## config.mk

```make
export PLATFORM = sky130hd
export DESIGN_NAME = pc_ctrl
export DESIGN_NICKNAME = d
export VERILOG_FILES = /design/src/rtl/pc_ctrl.sv
export SDC_FILE = /design/constraint.sdc
export NUM_CORES = 1
export LEC_CHECK = 0
export BUFFER_PORTS_ARGS = -buffer_cell sky130_fd_sc_hd__buf_4
export CORE_MARGIN = 10
export CORE_UTILIZATION = 37
export CTS_CLUSTER_SIZE = 12
export DETAILED_ROUTE_END_ITERATION = 16
export GPL_TIMING_DRIVEN = 0
export PLACE_DENSITY = 0.75
export SYNTH_ARGS = -nofsm -noshare
export SYNTH_HDL_FRONTEND = slang
export SYNTH_SLANG_ARGS = --single-unit
```

## constraint.sdc

```tcl
create_clock -name clk -period 2.15 [get_ports clk]
set_input_delay 0.215 -clock clk [delete_from_list [all_inputs] [get_ports clk]]
set_output_delay 0.215 -clock clk [all_outputs]
set_load 0.1 [all_outputs]
```

## src/rtl/pc_ctrl.sv

```systemverilog
// pc_ctrl: pipeline stall/flush sequencing and PC redirect arbitration with a held-branch buffer and stall-cycle counter
module pc_ctrl #(
  parameter int FLUSH_CYCLES = 1,
  parameter int CNT_W = 16
) (
  input  logic             clk,
  input  logic             rst,
  input  logic             stallreq_id,
  input  logic             stallreq_ex,
  input  logic             stallreq_mem,
  input  logic             branch_flag_i,
  input  logic [31:0]      branch_target_addr_i,
  input  logic             excp_flag_i,
  input  logic [31:0]      excp_addr_i,
  output logic [5:0]       stall,
  output logic             flush,
  output logic             pc_branch_flag_o,
  output logic [31:0]      pc_branch_addr_o,
  output logic             redirect_pending,
  output logic [CNT_W-1:0] stall_cnt
);
  typedef enum logic [1:0] {RUN, HOLD, FLUSH} state_t;
  localparam logic [3:0] FC = 4'(FLUSH_CYCLES);
  state_t state, state_nx;
  logic pending, pending_nx;
  logic [31:0] pend_addr, pend_addr_nx;
  logic [3:0] fcnt, fcnt_nx;
  logic [CNT_W-1:0] cnt_q, cnt_nx;
  logic [5:0] base;
  logic hold;
  assign base = stallreq_mem ? 6'b011111 : stallreq_ex ? 6'b001111 : stallreq_id ? 6'b000111 : 6'b000000;
  assign hold = base[0];
  always_ff @(posedge clk) begin
    if (rst) begin
      state <= RUN;
      pending <= 1'b0;
      pend_addr <= '0;
      fcnt <= '0;
      cnt_q <= '0;
    end else begin
      state <= state_nx;
      pending <= pending_nx;
      pend_addr <= pend_addr_nx;
      fcnt <= fcnt_nx;
      cnt_q <= cnt_nx;
    end
  end
  always_comb begin
    state_nx = state;
    pending_nx = pending;
    pend_addr_nx = pend_addr;
    fcnt_nx = fcnt;
    cnt_nx = cnt_q;
    if (excp_flag_i) begin
      state_nx = FLUSH;
      fcnt_nx = FC;
      pending_nx = 1'b0;
    end else if (state == FLUSH) begin
      fcnt_nx = fcnt - 4'd1;
      state_nx = fcnt <= 4'd1 ? RUN : FLUSH;
    end else if (hold) begin
      state_nx = HOLD;
      cnt_nx = &cnt_q ? cnt_q : cnt_q + 1'b1;
      pending_nx = pending | branch_flag_i;
      pend_addr_nx = branch_flag_i ? branch_target_addr_i : pend_addr;
    end else begin
      state_nx = RUN;
      pending_nx = 1'b0;
    end
  end
  always_comb begin
    stall = '0;
    flush = 1'b0;
    pc_branch_flag_o = 1'b0;
    pc_branch_addr_o = '0;
    redirect_pending = 1'b0;
    stall_cnt = '0;
    if (!rst) begin
      redirect_pending = pending;
      stall_cnt = cnt_q;
      if (excp_flag_i) begin
        flush = 1'b1;
        pc_branch_flag_o = 1'b1;
        pc_branch_addr_o = excp_addr_i;
      end else if (state == FLUSH) begin
        flush = 1'b1;
        stall = 6'b000001;
      end else begin
        stall = base;
        pc_branch_flag_o = !hold && (branch_flag_i || pending);
        pc_branch_addr_o = hold ? '0 : branch_flag_i ? branch_target_addr_i : pending ? pend_addr : '0;
      end
    end
  end
endmodule

```

==> flow_summary.html <==
<table>
<tr><th>Metric</th><th>Value</th></tr>
<tr><th colspan="2">Detailed routing</th></tr>
<tr><td>Post-route DRC</td><td>0</td></tr>
<tr><td>Wire length on met1</td><td>4.24 mm</td></tr>
<tr><td>Total length of routed wires</td><td>10.3 mm</td></tr>
<tr><td>Top Metal Used</td><td>met4</td></tr>
<tr><td>Starting DRT DRC Count</td><td>175</td></tr>
<tr><td>DRT antenna net count</td><td>0</td></tr>
<tr><td>Detailed route wirelength on metal2</td><td>4.98 mm</td></tr>
<tr><td>Average detailed-routed wire length per instance</td><td>15.0 um</td></tr>
<tr><td>Via count of the routed design</td><td>3516</td></tr>
<tr><td>Detailed-routed wire length on met3</td><td>938 um</td></tr>
<tr><td>Via density per instance</td><td>5.10</td></tr>
<tr><td>Detailed-router iteration count before antenna repair</td><td>4</td></tr>
<tr><th colspan="2">Setup path</th></tr>
<tr><td>Worst-path maximum fanout</td><td>10</td></tr>
<tr><td>Critical path's largest stage delay</td><td>approximately 320 ps</td></tr>
<tr><td>Required time of the critical path</td><td>roughly 1900 ps</td></tr>
<tr><td>Critical Setup Path Class</td><td>flop to output port</td></tr>
<tr><td>Critical Path Sink Type</td><td>output port</td></tr>
<tr><td>Cells along the critical path</td><td>nor2b_1 &gt; buf_4 &gt; nor3_4 &gt; o21bai_4 &gt; buf_4 &gt; nor2_1 &gt; buf_6</td></tr>
<tr><td>Cell occurring most often along the worst timing path</td><td>sky130_fd_sc_hd__buf_4</td></tr>
<tr><td>Signal arrival time at the worst endpoint</td><td>around 1900 ps</td></tr>
<tr><td>Cell type of the slowest stage on the worst timing path</td><td>sky130_fd_sc_hd__dfxtp_1</td></tr>
<tr><td>Startpoint types</td><td>flop</td></tr>
<tr><th colspan="2">Clock network</th></tr>
<tr><td>CTS sink count</td><td>55</td></tr>
<tr><td>Clock tree buffer depth</td><td>2</td></tr>
<tr><td>Worst skew pair latency</td><td>310 ps</td></tr>
<tr><td>CTS tree</td><td>done</td></tr>
<tr><td>Number of CTS-inserted buffers</td><td>5</td></tr>
<tr><td>Cell chosen for the clock root</td><td>sky130_fd_sc_hd__clkbuf_8</td></tr>
<tr><td>CTS clock-pin slew for the worst setup and hold paths</td><td>90 ps</td></tr>
<tr><td>Clock H-tree levels</td><td>2</td></tr>
<tr><th colspan="2">Cells and area</th></tr>
<tr><td>Proportion of layout cells with a drive suffix above 1</td><td>a little under a third</td></tr>
<tr><td>Antenna Cells</td><td>0</td></tr>
<tr><td>Layout overhead on the synthesized area</td><td>41.9%</td></tr>
<tr><td>Final cell area excluding filler cells</td><td>around 0.0046 sq mm</td></tr>
<tr><td>Number of filler cells placed in the layout</td><td>866</td></tr>
<tr><td>NumNets Final</td><td>655</td></tr>
<tr><th colspan="2">Global route</th></tr>
<tr><td>Antenna violations before repair</td><td>0</td></tr>
<tr><td>All-layer global routing usage</td><td>15.5%</td></tr>
<tr><td>GR Overflow Total</td><td>0</td></tr>
<tr><td>Pin count of the biggest net entering global routing</td><td>20</td></tr>
<tr><td>First-pass GRT wire length</td><td>17.0 mm</td></tr>
<tr><td>Via count of the first global-routing pass</td><td>between 3000 and 4000</td></tr>
<tr><th colspan="2">Power and ir drop</th></tr>
<tr><td>Maximum VDD drop</td><td>246 uV</td></tr>
<tr><td>Power density over the cells</td><td>about 540 mW/mm^2</td></tr>
<tr><td>Final Total Pwr</td><td>2.50 mW</td></tr>
<tr><td>Leakage power of the design</td><td>2.04 nW</td></tr>
<tr><th colspan="2">Floorplanning</th></tr>
<tr><td>Chip width</td><td>114 um</td></tr>
<tr><td>Height of the die</td><td>114 um</td></tr>
<tr><td>Count of pins on the block boundary</td><td>128</td></tr>
<tr><td>Area inside the core boundary</td><td>between 0.008 and 0.009 sq mm</td></tr>
<tr><td>Initial Utilization</td><td>37.7%</td></tr>
<tr><td>Std-Cell Rows</td><td>34</td></tr>
<tr><td>Die Outline Area</td><td>about 0.013 sq mm</td></tr>
<tr><th colspan="2">Yosys</th></tr>
<tr><td>Most frequently used flop master after synthesis</td><td>sky130_fd_sc_hd__dfxtp_1</td></tr>
<tr><td>Instance count of the mapped netlist</td><td>around 450</td></tr>
<tr><td>Number of enable flip-flop cells after synthesis</td><td>0</td></tr>
<tr><td>Sequential fraction of the synthesis area</td><td>33.8%</td></tr>
<tr><td>Number of library cell types mapped by synthesis</td><td>38</td></tr>
<tr><td>Synth warnings</td><td>0</td></tr>
<tr><td>Netlist area before placement</td><td>about 0.0033 sq mm</td></tr>
<tr><td>Synth Area per Inst</td><td>7.29 sq um</td></tr>
<tr><td>Number of nets in the synthesized netlist</td><td>521</td></tr>
<tr><td>Fraction of synthesis flops using an asynchronous set or reset pin</td><td>0%</td></tr>
<tr><td>Flop and latch count out of synthesis</td><td>55</td></tr>
<tr><th colspan="2">Timing</th></tr>
<tr><td>Ratio of final minimum period to clock period</td><td>a little over nine tenths</td></tr>
<tr><td>Setup total negative slack</td><td>0 ps</td></tr>
<tr><td>RSZ-0062 raised after global routing</td><td>yes</td></tr>
<tr><td>Minimum clock period</td><td>approximately 2100 ps</td></tr>
<tr><td>Worst Slack Setup Final</td><td>51.2 ps</td></tr>
<tr><td>Achievable Freq</td><td>476 MHz</td></tr>
<tr><td>Worst slew margin relative to its limit</td><td>between 50% and 60%</td></tr>
<tr><td>Clock tree skew after final layout</td><td>2.00 ps</td></tr>
<tr><td>Worst-margin pin slew</td><td>650 ps</td></tr>
<tr><td>Final count of pins violating max slew</td><td>0</td></tr>
<tr><td>Hold Vio Cnt, Final</td><td>0</td></tr>
<tr><td>Worst slack on hold paths</td><td>155 ps</td></tr>
<tr><td>Final-report setup violation count</td><td>0</td></tr>
<tr><th colspan="2">Job</th></tr>
<tr><td>Number of violations of the max-capacitance limit</td><td>0</td></tr>
<tr><th colspan="2">Placed design</th></tr>
<tr><td>Setup WS pre-CTS</td><td>-108 ps</td></tr>
<tr><td>HPWL Detailed</td><td>8.22 mm</td></tr>
<tr><td>Post-detailed-placement cell area</td><td>~0.0044 sq mm</td></tr>
<tr><td>Placer congestion estimate</td><td>approximately 0.82</td></tr>
<tr><td>Quantity of I/O buffers inserted on ports</td><td>125</td></tr>
<tr><th colspan="2">Run status</th></tr>
<tr><td>Result of the run</td><td>finished, final reports clean</td></tr>
<tr><th colspan="2">Min path</th></tr>
<tr><td>Type of the most critical hold path</td><td>primary input to flop</td></tr>
</table>
[logic make-up (layout without fill, tap and decap cells)]
| group | after synthesis | in the layout | share of synthesized area (%) |
|---|---|---|---|
| simple gates | 225 | 225 | 32.2 |
| fa+ha+maj | 3 | 3 | 1.15 |
| flops | 55 | 55 | 33.8 |
| xor+xnor | 3 | 3 | 0.807 |
| buf+inv | 41 | 176 | 5.84 |
| mux | 44 | 44 | 14.0 |
| other cells | 1 | 1 | 0.115 |
| compound gates | 75 | 75 | 12.1 |
[stage by stage]
step / utilization (%) / instances
after floorplan: - / 447
after global placement: 50.7 / 680
after detailed placement: 50.7 / 680
after CTS: 52.9 / 688
after global routing: 53.5 / 690
final: 53.5 / 690
[worst max-delay path, delay by kind of cell (launching register included)]
kind / cells / cell delay (ps)
compound gates: 1 / 130
buf+inv: 3 / 630
flops: 1 / 320
simple gates: 3 / 500
[cell type report]
class	instances	area [sq um]	area share (%)
plain buffers	35	183	3.95
clock buffers	8	100	2.17
inverters	5	18.8	0.406
multi-input cells	351	2040	44.2
flip-flops and latches	55	1100	23.8
well taps	108	135	2.92
repair buffers	128	1040	22.5
[synthesized netlist by cell type (2+ instances only)]
| library cell | number | share of area [%] |
|---|---|---|
| sky130_fd_sc_hd__nand4_1 | 4 | 0.77 |
| sky130_fd_sc_hd__nor4b_1 | 2 | 0.54 |
| sky130_fd_sc_hd__and4_1 | 4 | 1.1 |
| sky130_fd_sc_hd__nor2_1 | 88 | 10 |
| sky130_fd_sc_hd__nand3_1 | 3 | 0.46 |
| sky130_fd_sc_hd__xnor2_1 | 2 | 0.54 |
| sky130_fd_sc_hd__nand4_2 | 2 | 0.77 |
| sky130_fd_sc_hd__ha_1 | 3 | 1.2 |
| sky130_fd_sc_hd__and3_1 | 2 | 0.38 |
| sky130_fd_sc_hd__clkbuf_1 | 10 | 1.2 |
| sky130_fd_sc_hd__or3_1 | 2 | 0.38 |
| sky130_fd_sc_hd__nand2_1 | 71 | 8.2 |
| sky130_fd_sc_hd__buf_2 | 17 | 2.6 |
| sky130_fd_sc_hd__inv_1 | 5 | 0.58 |
| sky130_fd_sc_hd__nor3_1 | 14 | 2.2 |
| sky130_fd_sc_hd__mux2_1 | 12 | 4.1 |
| sky130_fd_sc_hd__dfxtp_1 | 55 | 34 |
| sky130_fd_sc_hd__a21oi_1 | 68 | 10 |
| sky130_fd_sc_hd__nor2b_1 | 18 | 3.5 |
| sky130_fd_sc_hd__buf_4 | 2 | 0.46 |
| sky130_fd_sc_hd__nor4_1 | 10 | 1.9 |
| sky130_fd_sc_hd__buf_1 | 6 | 0.69 |
| sky130_fd_sc_hd__mux2i_1 | 32 | 9.8 |
[flip-flops by register name (all words and copies together), names as in the netlist]
register   count
cnt_q         16
fcnt           4
pend_addr     32
pending        1
state          2
[path summary, 6_finish.rpt]
path	from	endpoint	slack [ps]	cells after the start
max	state[1]$_SDFF_PP0_	pc_branch_addr_o[5]	50	7
min	branch_target_addr_i[12]	pend_addr[12]$_SDFFE_PP0P_	150	3
max reg2reg	cnt_q[0]$_SDFFE_PP0P_	cnt_q[14]$_SDFFE_PP0P_	310	5
min reg2reg	pend_addr[24]$_SDFFE_PP0P_	pend_addr[24]$_SDFFE_PP0P_	460	2
[placed cells by master, fill, tap and decap left out, types with 3 or more instances in the layout]
| cell type | instances |
|---|---|
| sky130_fd_sc_hd__buf_4 | 112 |
| sky130_fd_sc_hd__nor2_1 | 81 |
| sky130_fd_sc_hd__nand2_1 | 71 |
| sky130_fd_sc_hd__a21oi_1 | 68 |
| sky130_fd_sc_hd__dfxtp_1 | 55 |
| sky130_fd_sc_hd__mux2i_1 | 32 |
| sky130_fd_sc_hd__buf_6 | 23 |
| sky130_fd_sc_hd__nor2b_1 | 15 |
| sky130_fd_sc_hd__buf_2 | 13 |
| sky130_fd_sc_hd__nor3_1 | 12 |
| sky130_fd_sc_hd__mux2_1 | 12 |
| sky130_fd_sc_hd__clkbuf_1 | 10 |
| sky130_fd_sc_hd__nor4_1 | 9 |
| sky130_fd_sc_hd__clkbuf_8 | 7 |
| sky130_fd_sc_hd__nor2_2 | 6 |
| sky130_fd_sc_hd__inv_1 | 5 |
| sky130_fd_sc_hd__buf_1 | 5 |
| sky130_fd_sc_hd__and4_1 | 4 |
| sky130_fd_sc_hd__nand4_1 | 4 |
| sky130_fd_sc_hd__nor2b_2 | 3 |
| sky130_fd_sc_hd__nand3_1 | 3 |
| sky130_fd_sc_hd__ha_1 | 3 |
[per-layer routing]
metal | vias up | global-route usage (%)
li1 | 1775 | -
met1 | 1612 | 17.9
met2 | 114 | 26.7
met3 | 15 | 4.83
met4 | 0 | 5.01
met5 | - | 0
[power by group]
part | internal (mW) | total (mW) | switching [mW]
registers | 1.06 | 1.08 | 0.0235
logic | 0.272 | 0.809 | 0.537
clock network | 0.295 | 0.614 | 0.319
[what timing repair did]
item,4_1_cts,5_1_grt
hold buffers,0,0
buffers inserted,1,2
endpoints found under the setup margin,35,34
pin swaps,1,1
resized for setup,23,14
No activity file was read; power rests on OpenSTA's default activity.
